[src/rtl/regfile_pkg.sv]
// Shared constants and types for the multi-port register file with busy scoreboard.
package regfile_pkg;

   localparam int ADDR_W_DEF = 5;
   localparam int XLEN_DEF   = 32;

   typedef logic [ADDR_W_DEF-1:0] reg_addr_t;
   typedef logic [XLEN_DEF-1:0]   xword_t;

   localparam reg_addr_t REG_ZERO = '0;

endpackage

[src/rtl/regfile_wr_merge.sv]
// Resolves NW write ports against one address; the highest-index matching port wins.
module regfile_wr_merge
   import regfile_pkg::*;
#(
   parameter int ADDR_W = ADDR_W_DEF,
   parameter int XLEN   = XLEN_DEF,
   parameter int NW     = 1
) (
   input  logic [NW-1:0]        we_i,
   input  logic [NW*ADDR_W-1:0] wa_i,
   input  logic [NW*XLEN-1:0]   wd_i,
   input  logic [ADDR_W-1:0]    addr_i,
   output logic                 hit_o,
   output logic [XLEN-1:0]      data_o
);

   // Ascending scan so later (higher-index) ports overwrite earlier matches.
   always_comb begin
      hit_o  = 1'b0;
      data_o = '0;
      for (int i = 0; i < NW; i++) begin
         if (we_i[i] && (wa_i[i*ADDR_W +: ADDR_W] == addr_i)) begin
            hit_o  = 1'b1;
            data_o = wd_i[i*XLEN +: XLEN];
         end
      end
   end

endmodule

[src/rtl/regfile_scoreboard.sv]
// Multi-port register file (x0 hardwired to zero) with a per-register busy scoreboard.
// Optional same-cycle write-to-read forwarding is enabled by defining RF_BYPASS_EN.
module regfile_scoreboard
   import regfile_pkg::*;
#(
   parameter int ADDR_W = ADDR_W_DEF,
   parameter int XLEN   = XLEN_DEF,
   parameter int NR     = 2,
   parameter int NW     = 1
) (
   input  logic                 clk,
   input  logic                 rst_n,
   input  logic [NW-1:0]        we_i,
   input  logic [NW*ADDR_W-1:0] wa_i,
   input  logic [NW*XLEN-1:0]   wd_i,
   input  logic [NR*ADDR_W-1:0] ra_i,
   output logic [NR*XLEN-1:0]   rd_o,
   output logic [NR-1:0]        rbusy_o,
   input  logic                 alloc_v_i,
   input  logic [ADDR_W-1:0]    alloc_a_i,
   output logic                 alloc_rdy_o,
   output logic [ADDR_W:0]      busy_cnt_o
);

   localparam int NREG = 1 << ADDR_W;
   localparam int CW   = ADDR_W + 1;

   logic [XLEN-1:0] mem_q [1:NREG-1];
   logic [NREG-1:1] busy_q, busy_d;
   logic [CW-1:0]   busyCnt_q, busyCnt_d;
   logic [NREG-1:1] wrHit;
   logic [XLEN-1:0] wrData [1:NREG-1];
   logic [XLEN-1:0] memView [NREG];
   logic [NREG-1:0] busyView;
   logic            allocAccept;

   for (genvar a = 1; a < NREG; a++) begin : g_wr
      regfile_wr_merge #(.ADDR_W(ADDR_W), .XLEN(XLEN), .NW(NW)) u_merge (
         .we_i   (we_i),
         .wa_i   (wa_i),
         .wd_i   (wd_i),
         .addr_i (ADDR_W'(a)),
         .hit_o  (wrHit[a]),
         .data_o (wrData[a])
      );
   end

   // Register 0 appears as a constant zero, not busy, so reads need no special case.
   always_comb begin
      memView[0]  = '0;
      busyView[0] = 1'b0;
      for (int a = 1; a < NREG; a++) begin
         memView[a]  = mem_q[a];
         busyView[a] = busy_q[a];
      end
   end

   assign alloc_rdy_o = (alloc_a_i == '0) | ~busyView[alloc_a_i];
   assign allocAccept = alloc_v_i & alloc_rdy_o;

   // Set beats clear; an accepted allocation always targets a non-busy register,
   // so the counter tracks exactly the number of busy bits.
   always_comb begin
      busy_d    = busy_q;
      busyCnt_d = busyCnt_q;
      for (int a = 1; a < NREG; a++) begin
         if (wrHit[a]) begin
            busy_d[a] = 1'b0;
            if (busy_q[a]) busyCnt_d = busyCnt_d - CW'(1);
         end
         if (allocAccept && (alloc_a_i == ADDR_W'(a))) begin
            busy_d[a] = 1'b1;
            busyCnt_d = busyCnt_d + CW'(1);
         end
      end
   end

   always_ff @(posedge clk or negedge rst_n) begin
      if (!rst_n) begin
         for (int a = 1; a < NREG; a++) mem_q[a] <= '0;
         busy_q    <= '0;
         busyCnt_q <= '0;
      end else begin
         for (int a = 1; a < NREG; a++) begin
            if (wrHit[a]) mem_q[a] <= wrData[a];
         end
         busy_q    <= busy_d;
         busyCnt_q <= busyCnt_d;
      end
   end

   assign busy_cnt_o = busyCnt_q;

`ifdef RF_BYPASS_EN
   logic [NR-1:0]   rdHit;
   logic [XLEN-1:0] rdData [NR];

   for (genvar j = 0; j < NR; j++) begin : g_byp
      regfile_wr_merge #(.ADDR_W(ADDR_W), .XLEN(XLEN), .NW(NW)) u_merge (
         .we_i   (we_i),
         .wa_i   (wa_i),
         .wd_i   (wd_i),
         .addr_i (ra_i[j*ADDR_W +: ADDR_W]),
         .hit_o  (rdHit[j]),
         .data_o (rdData[j])
      );
   end

   always_comb begin
      rd_o    = '0;
      rbusy_o = '0;
      for (int j = 0; j < NR; j++) begin
         if (rdHit[j] && (ra_i[j*ADDR_W +: ADDR_W] != '0)) begin
            rd_o[j*XLEN +: XLEN] = rdData[j];
            rbusy_o[j]           = 1'b0;
         end else begin
            rd_o[j*XLEN +: XLEN] = memView[ra_i[j*ADDR_W +: ADDR_W]];
            rbusy_o[j]           = busyView[ra_i[j*ADDR_W +: ADDR_W]];
         end
      end
   end
`else
   always_comb begin
      rd_o    = '0;
      rbusy_o = '0;
      for (int j = 0; j < NR; j++) begin
         rd_o[j*XLEN +: XLEN] = memView[ra_i[j*ADDR_W +: ADDR_W]];
         rbusy_o[j]           = busyView[ra_i[j*ADDR_W +: ADDR_W]];
      end
   end
`endif

endmodule
[config.mk]
export PLATFORM = sky130hd
export DESIGN_NAME = regfile_scoreboard
export DESIGN_NICKNAME = d
export VERILOG_FILES = /design/src/rtl/regfile_pkg.sv /design/src/rtl/regfile_wr_merge.sv /design/src/rtl/regfile_scoreboard.sv
export SDC_FILE = /design/constraint.sdc
export NUM_CORES = 2
export LEC_CHECK = 0
export CORE_AREA = 3 3 417 419
export DETAILED_ROUTE_END_ITERATION = 6
export DIE_AREA = 0 0 420 422
export HOLD_SLACK_MARGIN = 0.08
export PLACE_DENSITY = 0.67
export SLEW_MARGIN = 20
export SYNTH_ARGS = -nofsm -noshare
export SYNTH_HDL_FRONTEND = slang
export SYNTH_HIERARCHICAL = 1
export SYNTH_SLANG_ARGS = --single-unit
[constraint.sdc]
create_clock -name clk -period 27.2 [get_ports clk]
set_clock_uncertainty 0.15 [all_clocks]
set_input_delay 6.8 -clock clk [delete_from_list [all_inputs] [get_ports clk]]
set_output_delay 6.8 -clock clk [all_outputs]
set_load 0.03 [all_outputs]
==> metrics.yaml <==
routing:
  postRouteAntennaNets: 0
  highest_layer: "met5"
  num_vias: 66630
  drtIter0Drc: 7073
  drt-met1-wl_um: 115400
  firstDrtPassIters: 7
  viasPerCell: 6.415
  met2_length_um: 141600
  wl_per_cell_um: 30.57
  wl_met3_um: 33460
  drcViolationCount: 2
  wl_um: 317500
setup_path:
  cpMostUsedCell: "ha_1"
  cp.required_ps: 27710
  startpoint: "wa_i[2]"
  ff2ff_setup_slack_ps: 330
  startpoint_type: "input pin"
  cp_max_fo: 5
  arrival_ps: 33190
  cp-end-kind: "flip-flop"
  timing.rr.start: "busy_cnt_o[0]"
  worst-setup-path-type: "in2reg"
  rr_worst_depth: 157
  critPathSlowestCell: "or4_1"
  cp_slowest_stage_delay_ps: 410
cells_and_area:
  multi_input_area_um2: 53240
  regArea_um2: 25750
  fillers: 14100
  final_layout_size_suffix_gt1_share_pct: 47.93
  area_growth_pct: 16.00
  final_util_pct: 56.63
  final_nets: 8169
  stdcell_count: 10390
  postLayoutCellArea_um2: 96820
clock_network:
  cts-root-buf: "clkbuf_16"
  cts.reportedPaths.clkPinSlew_ps: 60
  clockBufferDepth: 3
  numCtsBuffers: 116
  cts.sinks: 1029
  clock_latency_ps: 750
  postCtsHoldBufs: 0
  htreeDepth: 3
  cts_tree: "yes"
synthesis:
  synthCells: 7444
  syn_area_per_cell_um2: 11.21
  synthTopCellsByArea: "dfrtp_1, mux4_2, mux2_2"
  yosysUniqueCellTypes: 110
  syn_area_um2: 83460
  ys.warnings.count: 6
  synth_seq_cells: 1029
  async_reset_ff_share_pct: 100.0
  ys_top_cells_by_count: "mux2_2, inv_1, dfrtp_1, nor3_2, mux4_2"
  yosysMostFrequentCell: "mux2_2"
  yosysTopAreaCell: "dfrtp_1"
  ys_seq_area_share_pct: 30.85
  synth_top_area_share_pct: 30.85
  synthFlopType: "dfrtp_1"
  synth_edf_count: 0
timing:
  rsz0062_at_grt: "true"
  fmax_mhz: 30.60
  fin_hold_ws_ps: 375.9
  max_slew_margin_pct: 20.66
  setup-tns-final_ps: -26470
  slew_viol_final: 0
  final.min_clock_period_ps: 32680
  finalHoldViolCount: 0
  setup_violations: 5
  worst_slack_ps: -5478
  worstMarginPinSlew_ps: 1190
  post-route-period-util_pct: 120.1
pwr:
  powerDensity_nw_per_um2: 69.90
  ir_drop_v: 0.0001294
  p_leak_nw: 42.75
hold_path:
  min_from: "memView[912]"
  hold_depth: 1
  hp-class: "reg2reg"
place:
  gp_congestion: 0.9468
  placed_cells: 10070
  portBuffers: 128
  place_hpwl_um: 192300
  placed_area_um2: 91550
global_route:
  grt_pass1_wl_um: 461300
  gr-total-overflow: 0
  grt_pass1_vias: 67970
  grt_max_degree: 161
  track_usage_pct: 35.37
  antenna_found_initial: 15
floorplan:
  io_pins: 129
  rows: 152
  die_y_um: 422
  die_w_um: 420
  die_area_um2: 177200
  coreArea_um2: 171000
  initial_utilization_pct: 48.81
job:
  drv_cap: 0
status:
  violations: "design-rule violations, negative setup slack"
  status: "finished with violations"
-- report_power, final --
group	internal [W]	total [W]	leakage (nW)	switching [W]
Combinational	0.00159	0.00344	26.5	0.00185
Sequential	0.00158	0.00166	14.3	0.0000756
Clock	0.000959	0.00167	1.95	0.000712
-- stage by stage --
| stage | power [W] | setup slack (ps) |
|---|---|---|
| 2_1_floorplan | 0.003859 | -5448 |
| 3_3_place_gp | 0.004875 | -6244 |
| 3_5_place_dp | 0.004909 | -6743 |
| 4_1_cts | 0.006665 | -5142 |
| 5_1_grt | 0.007088 | -6964 |
| 6_report | 0.006768 | -5478 |
-- routing by layer --
layer / GRT usage [%] / vias to the layer above
li1: - / 27550
met1: 43.14 / 33680
met2: 54.26 / 4071
met3: 9.851 / 1324
met4: 24.47 / 12
met5: 0.1914 / -
-- registers in the layout, summed over array words and instances (netlist names) --
name        cells
busy_cnt_o      6
busy_q         31
memView       992
-- layout make-up --
cell class	instances	share of cell area, %
well taps	2233	2.886
clock inverters	44	0.6139
flip-flops and latches	1029	26.60
inverters	1090	4.232
diodes	8	0.02068
clock buffers	168	3.532
repair buffers	850	7.126
multi-input cells	4965	54.99
-- final timing paths --
path / endpoint
worst max-delay path: busy_cnt_o[5]
worst min-delay path: memView[912]
worst max register to register: busy_cnt_o[5]
worst min register to register: memView[912]
max in group asynchronous: memView[990]
min in group asynchronous: memView[39]
-- kinds of logic (layout without fill, tap and decap cells) --
logic type | Yosys count | count (layout) | synth area share (%)
XOR/XNOR | 420 | 420 | 5.279
multiplexers | 1790 | 1790 | 32.18
AO/OA/AOI/OAI | 578 | 578 | 5.142
adder cells (fa/ha/maj) | 63 | 63 | 0.9385
AND/OR/NAND/NOR | 1928 | 1928 | 17.21
buffers and inverters | 1634 | 2152 | 8.397
other | 2 | 194 | 0.008998
flip-flops | 1029 | 1029 | 30.85
-- critical path, delay by kind of cell --
family	cells	cell delay (ps)
compound gates	64	9010
fa+ha+maj	30	8040
simple gates	34	4290
mux	12	2370
xor+xnor	11	1670
buf+inv	8	960
-- what timing repair did --
| action | in CTS | in global routing |
|---|---|---|
| resized for setup | 53 | 46 |
| setup buffers | 82 | 18 |
| pin swaps | 78 | 70 |
| setup endpoints to repair | 5 | 5 |
-- cell usage in the layout (no fill, tap or decap), types with 153 or more instances in the layout --
cell,instances
inv_1,1080
nor3_2,878
mux2_2,1135
nor2_1,153
xnor2_1,295
nor3_1,157
nand2_1,258
mux4_2,600
buf_4,706
conb_1,186
dfrtp_1,1029
No activity file was read; power rests on OpenSTA's default activity.
